===== src/rtl/pc_fetch_unit_pkg.sv =====
// Shared types and constants for the PC fetch unit: FSM states, instruction width,
// the NOP encoding and the default reset/trap vectors.
package pc_fetch_unit_pkg;

    localparam int ILEN = 32;

    localparam logic [ILEN-1:0] NOP                  = 32'h0000_0013;
    localparam logic [ILEN-1:0] RESET_VECTOR_DEFAULT = 32'h0000_0000;
    localparam logic [ILEN-1:0] TRAP_VECTOR_DEFAULT  = 32'h0000_0100;

    typedef enum logic [1:0] {
        IDLE  = 2'd0,
        FETCH = 2'd1,
        TRAP  = 2'd2
    } state_t;

endpackage


===== src/rtl/pc_fetch_unit_if.sv =====
// Fetch-side bus: instruction memory handshake, redirect inputs, PC/instruction
// outputs and the misaligned-target trap handshake.
interface pc_fetch_unit_if;
    import pc_fetch_unit_pkg::*;

    logic            imem_req;
    logic [ILEN-1:0] imem_addr;
    logic            imem_ready;
    logic [ILEN-1:0] instr_in;
    logic            stall;
    logic            branch_taken;
    logic            jump;
    logic            jalr;
    logic [ILEN-1:0] branch_target;
    logic [ILEN-1:0] jalr_target;
    logic [ILEN-1:0] pc_out;
    logic [ILEN-1:0] pc_plus4;
    logic [ILEN-1:0] instr_out;
    logic            instr_valid;
    logic            trap;
    logic [ILEN-1:0] trap_pc;
    logic            trap_ack;

    modport master (
        output imem_req, imem_addr, pc_out, pc_plus4, instr_out, instr_valid, trap, trap_pc,
        input  imem_ready, instr_in, stall, branch_taken, jump, jalr,
               branch_target, jalr_target, trap_ack
    );

    modport slave (
        input  imem_req, imem_addr, pc_out, pc_plus4, instr_out, instr_valid, trap, trap_pc,
        output imem_ready, instr_in, stall, branch_taken, jump, jalr,
               branch_target, jalr_target, trap_ack
    );

endinterface


===== src/rtl/pc_fetch_unit_next_pc_select.sv =====
// Next-PC mux (jalr > jump > branch > sequential) and misaligned redirect detection.
module next_pc_select
    import pc_fetch_unit_pkg::*;
(
    input  logic [ILEN-1:0] pc_i,
    input  logic            branch_taken_i,
    input  logic            jump_i,
    input  logic            jalr_i,
    input  logic [ILEN-1:0] branch_target_i,
    input  logic [ILEN-1:0] jalr_target_i,
    output logic [ILEN-1:0] next_pc_o,
    output logic [ILEN-1:0] pc_plus4_o,
    output logic            misaligned_o
);

    logic redirect;

    assign pc_plus4_o = pc_i + ILEN'(4);

    // NOTE: every signal written here gets a default first so no latch is inferred.
    always_comb begin
        next_pc_o = pc_plus4_o;
        redirect  = 1'b0;
        if (jalr_i) begin
            next_pc_o = jalr_target_i & ~ILEN'(1);
            redirect  = 1'b1;
        end else if (jump_i || branch_taken_i) begin
            next_pc_o = branch_target_i;
            redirect  = 1'b1;
        end
    end

    // Only a redirect can land off a word boundary; bit 0 of jalr is already cleared.
    assign misaligned_o = redirect && next_pc_o[1];

endmodule


===== src/rtl/pc_fetch_unit.sv =====
// PC fetch unit: IDLE/FETCH/TRAP sequencer that retires one instruction per accepted
// fetch, applies redirects and traps on misaligned redirect targets.
module pc_fetch_unit
    import pc_fetch_unit_pkg::*;
#(
    parameter logic [ILEN-1:0] RESET_VECTOR = RESET_VECTOR_DEFAULT,
    parameter logic [ILEN-1:0] TRAP_VECTOR  = TRAP_VECTOR_DEFAULT
) (
    input  logic            clk,
    input  logic            reset,
    pc_fetch_unit_if.master bus
);

    state_t          state_q, state_d;
    logic [ILEN-1:0] pc_q, pc_d;
    logic [ILEN-1:0] instr_q, instr_d;
    logic [ILEN-1:0] trap_pc_q, trap_pc_d;
    logic            valid_q, valid_d;

    logic            retire;
    logic            misaligned;
    logic [ILEN-1:0] next_pc;
    logic [ILEN-1:0] pc_plus4;

    next_pc_select u_next_pc_select (
        .pc_i            (pc_q),
        .branch_taken_i  (bus.branch_taken),
        .jump_i          (bus.jump),
        .jalr_i          (bus.jalr),
        .branch_target_i (bus.branch_target),
        .jalr_target_i   (bus.jalr_target),
        .next_pc_o       (next_pc),
        .pc_plus4_o      (pc_plus4),
        .misaligned_o    (misaligned)
    );

    assign retire = (state_q == FETCH) && bus.imem_ready && !bus.stall;

    // NOTE: sequential state uses non-blocking assignments so all registers see pre-edge values.
    always_ff @(posedge clk or posedge reset) begin
        if (reset) state_q <= IDLE;
        else       state_q <= state_d;
    end

    always_comb begin
        state_d = state_q;
        unique case (state_q)
            IDLE:    state_d = FETCH;
            FETCH:   if (retire && misaligned) state_d = TRAP;
            TRAP:    if (bus.trap_ack) state_d = FETCH;
            default: state_d = IDLE;
        endcase
    end

    always_comb begin
        bus.imem_req = 1'b0;
        bus.trap     = 1'b0;
        unique case (state_q)
            FETCH:   bus.imem_req = 1'b1;
            TRAP:    bus.trap     = 1'b1;
            default: ;
        endcase
    end

    // Redirect inputs only matter on the retirement cycle.
    always_comb begin
        pc_d      = pc_q;
        instr_d   = instr_q;
        trap_pc_d = trap_pc_q;
        valid_d   = retire;
        if (retire) begin
            instr_d = bus.instr_in;
            if (misaligned) begin
                pc_d      = TRAP_VECTOR;
                trap_pc_d = next_pc;
            end else begin
                pc_d = next_pc;
            end
        end
    end

    always_ff @(posedge clk or posedge reset) begin
        if (reset) begin
            pc_q      <= RESET_VECTOR;
            instr_q   <= NOP;
            trap_pc_q <= '0;
            valid_q   <= 1'b0;
        end else begin
            pc_q      <= pc_d;
            instr_q   <= instr_d;
            trap_pc_q <= trap_pc_d;
            valid_q   <= valid_d;
        end
    end

    assign bus.imem_addr   = pc_q;
    assign bus.pc_out      = pc_q;
    assign bus.pc_plus4    = pc_plus4;
    assign bus.instr_out   = instr_q;
    assign bus.instr_valid = valid_q;
    assign bus.trap_pc     = trap_pc_q;

endmodule


===== src/flat_wrapper.sv =====
// flat-port wrapper written by rule: the top's interface ports become plain ports
module pc_fetch_unit_flat import pc_fetch_unit_pkg::*;
#(
    parameter logic [ILEN-1:0] RESET_VECTOR = RESET_VECTOR_DEFAULT,
    parameter logic [ILEN-1:0] TRAP_VECTOR  = TRAP_VECTOR_DEFAULT
)
  (clk, reset, bus_imem_req, bus_imem_addr, bus_pc_out, bus_pc_plus4, bus_instr_out, bus_instr_valid, bus_trap, bus_trap_pc, bus_imem_ready, bus_instr_in, bus_stall, bus_branch_taken, bus_jump, bus_jalr, bus_branch_target, bus_jalr_target, bus_trap_ack);
  pc_fetch_unit_if bus_i ();
  input  logic clk;
  input  logic reset;
  output wire logic [$bits(bus_i.imem_req)-1:0] bus_imem_req;
  output wire logic [$bits(bus_i.imem_addr)-1:0] bus_imem_addr;
  output wire logic [$bits(bus_i.pc_out)-1:0] bus_pc_out;
  output wire logic [$bits(bus_i.pc_plus4)-1:0] bus_pc_plus4;
  output wire logic [$bits(bus_i.instr_out)-1:0] bus_instr_out;
  output wire logic [$bits(bus_i.instr_valid)-1:0] bus_instr_valid;
  output wire logic [$bits(bus_i.trap)-1:0] bus_trap;
  output wire logic [$bits(bus_i.trap_pc)-1:0] bus_trap_pc;
  input wire logic [$bits(bus_i.imem_ready)-1:0] bus_imem_ready;
  input wire logic [$bits(bus_i.instr_in)-1:0] bus_instr_in;
  input wire logic [$bits(bus_i.stall)-1:0] bus_stall;
  input wire logic [$bits(bus_i.branch_taken)-1:0] bus_branch_taken;
  input wire logic [$bits(bus_i.jump)-1:0] bus_jump;
  input wire logic [$bits(bus_i.jalr)-1:0] bus_jalr;
  input wire logic [$bits(bus_i.branch_target)-1:0] bus_branch_target;
  input wire logic [$bits(bus_i.jalr_target)-1:0] bus_jalr_target;
  input wire logic [$bits(bus_i.trap_ack)-1:0] bus_trap_ack;
  assign bus_imem_req = bus_i.imem_req;
  assign bus_imem_addr = bus_i.imem_addr;
  assign bus_pc_out = bus_i.pc_out;
  assign bus_pc_plus4 = bus_i.pc_plus4;
  assign bus_instr_out = bus_i.instr_out;
  assign bus_instr_valid = bus_i.instr_valid;
  assign bus_trap = bus_i.trap;
  assign bus_trap_pc = bus_i.trap_pc;
  assign bus_i.imem_ready = bus_imem_ready;
  assign bus_i.instr_in = bus_instr_in;
  assign bus_i.stall = bus_stall;
  assign bus_i.branch_taken = bus_branch_taken;
  assign bus_i.jump = bus_jump;
  assign bus_i.jalr = bus_jalr;
  assign bus_i.branch_target = bus_branch_target;
  assign bus_i.jalr_target = bus_jalr_target;
  assign bus_i.trap_ack = bus_trap_ack;
  pc_fetch_unit #(.RESET_VECTOR(RESET_VECTOR), .TRAP_VECTOR(TRAP_VECTOR)) u_core (.clk(clk), .reset(reset), .bus(bus_i));
endmodule

===== config.mk =====
export PLATFORM = sky130hd
export DESIGN_NAME = pc_fetch_unit_flat
export DESIGN_NICKNAME = d
export VERILOG_FILES = /design/src/rtl/pc_fetch_unit_pkg.sv /design/src/rtl/pc_fetch_unit_if.sv /design/src/rtl/pc_fetch_unit_next_pc_select.sv /design/src/rtl/pc_fetch_unit.sv /design/src/flat_wrapper.sv
export SDC_FILE = /design/constraint.sdc
export NUM_CORES = 1
export LEC_CHECK = 0
export CAP_MARGIN = 10
export CORE_ASPECT_RATIO = 0.5
export CORE_MARGIN = 4
export CORE_UTILIZATION = 44
export DETAILED_ROUTE_END_ITERATION = 8
export GPL_ROUTABILITY_DRIVEN = 0
export PLACE_DENSITY_LB_ADDON = 0.12
export REMOVE_ABC_BUFFERS = 1
export SETUP_SLACK_MARGIN = 0.05
export SYNTH_ARGS = -nofsm -noshare
export SYNTH_HDL_FRONTEND = slang
export SYNTH_SLANG_ARGS = --single-unit

===== constraint.sdc =====
create_clock -name clk -period 7.6 [get_ports clk]
set_input_delay 1.9 -clock clk [delete_from_list [all_inputs] [get_ports clk]]
set_output_delay 1.9 -clock clk [all_outputs]
set_load 0.02 [all_outputs]

# [Yosys cells after proc, flatten, opt, wreduce, memory -nomap -nowiden]
# Cells that the tools add are included.
[word_totals] input_bits=104 reg_bits=99 word_cells=29
[classes] muxes=10 n_eq_ne=4 n_addsub=1 n_reduce_logical=9
[op_table] cell="2-to-1 mux 32 bit" count=3
[op_table] cell="adder 32 x 3 -> 32 bit (second input constant)" count=1
[op_table] cell="one-hot mux 2 bit (3 select lines)" count=1
[op_table] cell="logical AND 1 bit" count=4
[op_table] cell="2-to-1 mux 1 bit" count=4
[op_table] cell="2-to-1 mux 2 bit" count=2
[op_table] cell="!= test 2 bit (second input constant)" count=2
[op_table] cell="AND reduction 2 bit" count=2
[op_table] cell="== test 2 x 1 -> 1 bit (second input constant)" count=1
[op_table] cell="== test 2 bit (second input constant)" count=1
[op_table] cell="zero test 2 bit" count=1
[op_table] cell="zero test 1 bit" count=1
[op_table] cell="logical OR 1 bit" count=1

# [Logic depth before layout (Yosys ltp)]
[logic_depth] ltp_word=7 depth_mapped=9

# [Modules after synthesis]
# Synthesis repeated with hierarchy kept, for this count alone.
[unflattened] hier_cells=594 hier_area_um2=5517.8
[modules_own_cells] mod="pc_fetch_unit" area_each_um2=4205.3 n_inst=1 cells_each=385 seq_area_each_um2=2481.1
[modules_own_cells] mod="next_pc_select" area_each_um2=1312.5 n_inst=1 cells_each=209 seq_area_each_um2=0.0

# [Worst setup path after synthesis]
# Ideal clock, no wire load.
[synth_timing] kind="reg2out" start="register u_core.pc_q[2], in the netlist u_core.bus.imem_addr[2]" end="output bus_pc_plus4[22]" stages_incl_launch_ff=6 required_time_ps=5700 setup_slack_ps=3538 arrival_ps=2162 cell_sequence="dfrtp_1 > ha_1 > clkbuf_1 > nand3_1 > or4_1 > xnor2_1"
[synth_between] elab_chain_cells=1
[synth_rtl] item="start, declared" line_no="pc_fetch_unit.sv:15" text="logic [ILEN-1:0] pc_q, pc_d;"
[synth_rtl] item="start signal, assigned" line_no="pc_fetch_unit.sv:89" text="pc_q <= pc_d;"
[synth_rtl] item="adder 32 x 3 -> 32 bit" line_no="pc_fetch_unit_next_pc_select.sv:18" text="assign pc_plus4_o = pc_i + ILEN'(4);"
[synth_rtl] item="end, declared" line_no="flat_wrapper.sv:14" text="output wire logic [$bits(bus_i.pc_plus4)-1:0] bus_pc_plus4;"
# No other way between the ends.

# [Worst setup path in the final report]
# Same ends and word-level chain as after synthesis.

==> summary.txt <==
Outcome
  – Outcome: complete, no violations

Synth
  – Synthesized flop and latch total: 99
  – Register area share after synthesis: 0.463
  – Post-synth ARST share: 1.00
  – Syn. warnings: 0
  – Commonest cells post-synth: nand2_1, dfrtp_1, o21ai_0
  – Synth cell types: 54
  – Post-Syn Instances: 631
  – Primary FF master, synth: dfrtp_1
  – Synthesized area: 0.00536 mm^2
  – Count leader, synth: nand2_1
  – Number of synthesized flops with an enable pin: 0
  – Post-synth top area share: 0.448
  – Largest area contributor in the netlist: dfrtp_1
  – Average size of a mapped cell: 8.49 um^2
  – Area contributors post-synth: dfrtp_1, nand2_1, o21ai_0

Clock network
  – TritonCTS clock tree: done
  – Clock tree buffer depth: 2
  – # Post-CTS Setup Buffers: 0
  – CTS Root Buffer Type: clkbuf_16
  – H-tree Lvls: 3
  – Worst skew pair latency: 0.35 ns
  – Hold buffer count at cts: 0
  – Post_cts resized: 0
  – Clk slew on worst S/H paths: 0.07 ns
  – CTS Buf Count: 9
  – CTS sink cnt: 99

Critical path
  – Crit path DAT: 3.15 ns
  – Setup crit start kind: register
  – R2R depth: 10
  – CP Capture Type: output pin
  – Worst-path fanout max: 9
  – WP data required: 5.70 ns
  – Critical path type: reg -> out

Pwr
  – Maximum VDD drop: 0.121 mV
  – Power per cell area: 256 mW/mm^2
  – Tot Pwr: 2.09 mW
  – Leakage: 3.60 nW

Drt
  – Drt pass-1 iters: 7
  – Detailed-route via count: 5,311
  – Routed Antenna Nets: 0
  – Starting DRC count in detailed routing: 399
  – # DRC: 0
  – Vias per cell: 5.24
  – Drt wl/cell: 17.7 um
  – Final WL: 17.9 mm

Finish
  – Final nets: 949
  – Filler Cell Count: 983
  – Diodes inserted: 0
  – Multi-input gate area: 0.00245 mm^2
  – Share of layout cells above drive strength 1: 0.0506
  – Fin cells: 1,014
  – Sequential cell area: 0.00248 mm^2
  – Area Overhead vs Synth: 52.6%

Job
  – Max-Cap Viols: 0

STA
  – Worst Slack Setup Final: 2.55 ns
  – Layout Skew: 0.00864 ns
  – Min Tclk post-route: 5.05 ns
  – RSZ-0062 raised after global routing: no
  – Tcrit/Tclk final: 0.665
  – Post-route setup TNS: 0 ns
  – Worst-margin pin slew: 0.965 ns
  – Final Max Slew Viols: 0
  – Slew HR: 0.355
  – Final Setup Violations: 0
  – Final hold viol count: 0
  – Min Hold Slack: 0.461 ns
  – Fmax: 198 MHz

Die
  – Core footprint: 0.0118 mm^2
  – Starting Density: 0.452
  – Die footprint: 0.0141 mm^2
  – Die span in x: 164 um
  – Die Ht: 86.0 um
  – Ports: 267
  – Rows: 28

Min path
  – Min-Delay Path Class: reg -> reg
  – WHS Path Cells: 2

Placement
  – Inst Count DP: 998
  – Place WS: 2.63 ns
  – IO buf count: 265
  – HPWL Detailed: 12.9 mm

Global route
  – Initial antenna violation count: 0
  – Gr ovfl total: 0
  – GRT Util Overall: 0.251
  – First-pass GRT wire length: 28.0 mm
  – Pin count of the biggest net entering global routing: 71
  – Vias in the first global route: 5,300
[final timing paths]
path | endpoint | start | slack (ns)
worst min-delay path | u_core.bus.instr_out[0] | u_core.bus.instr_out[0] | 0.46
max in group asynchronous | u_core.bus.imem_addr[19] | reset | 4.48
worst min register to register | u_core.bus.instr_out[0] | u_core.bus.instr_out[0] | 0.46
min in group asynchronous | u_core.bus.instr_out[25] | reset | 1.89
worst max register to register | u_core.bus.imem_addr[29] | u_core.state_q[1] | 4.39
worst max-delay path | bus_pc_plus4[22] | u_core.bus.imem_addr[2] | 2.55
[worst max-delay path, cell delays in order, from the launching register on]
cell             delay [ns]
dfrtp_1                0.55
ha_1                   0.41
nand3_1                0.31
or4_1                  0.64
xnor2_1                0.24
clkdlybuf4s50_1        0.65
[kinds of logic after synthesis]
| group | share of synthesized area |
|---|---|
| muxes | 0.0145 |
| DFF | 0.463 |
| adders and majority gates | 0.00233 |
| and+or+nand+nor | 0.245 |
| xor gates and xnor gates | 0.0455 |
| buffers and inverters | 0.0803 |
| AOI/OAI and AO/OA | 0.149 |
[final cells by class]
cell class | instances | area share
repair buffers | 273 | 0.331
clock inverters | 6 | 0.00872
well taps | 165 | 0.0252
multi-input cells | 452 | 0.299
clock buffers | 10 | 0.0280
inverters | 9 | 0.00444
flip-flops and latches | 99 | 0.303
[per-layer routing]
metal	up-vias	GRT usage	wire, um
li1	2542	-	-
met1	2506	0.305	7130
met2	233	0.425	8550
met3	30	0.0927	1840
met4	0	0.0700	391
met5	-	0	0
[cells in the final DEF, fill, tap and decap left out, drive strengths merged, types with 4 or more instances in the layout]
master	instances
clkdlybuf4s50	264
nand2	169
dfrtp	96
o21ai	59
nor2	39
and3	22
a21oi	22
nand3	17
xnor2	16
xor2	11
inv	11
clkbuf	10
nand4	9
buf	9
a22o	8
a31oi	6
mux2	6
a21o	5
nor3	5
and2	4
o31ai	4
o31a	4
or4	4
[through the flow]
stage / utilization / cell area (um^2)
6_report: 0.691 / 8180
5_1_grt: 0.691 / 8180
4_1_cts: 0.691 / 8180
3_5_place_dp: 0.665 / 7880
3_3_place_gp: 0.665 / 7880
2_1_floorplan: - / 4960
[flip-flops by register name, summed over array words and instances, names as in the netlist]
name,flops
u_core.state_q,2
u_core.bus.instr_out,32
u_core.bus.instr_valid,1
u_core.bus.imem_addr,32
u_core.bus.trap_pc,32
[where the power goes]
part / leakage, nW / internal (mW) / switching, mW / total (mW)
clock network: 0.145 / 0.260 / 0.214 / 0.474
logic: 2.22 / 0.425 / 0.441 / 0.867
registers: 1.24 / 0.639 / 0.113 / 0.752
total: 3.60 / 1.32 / 0.769 / 2.09
No activity file was read; power rests on OpenSTA's default activity.
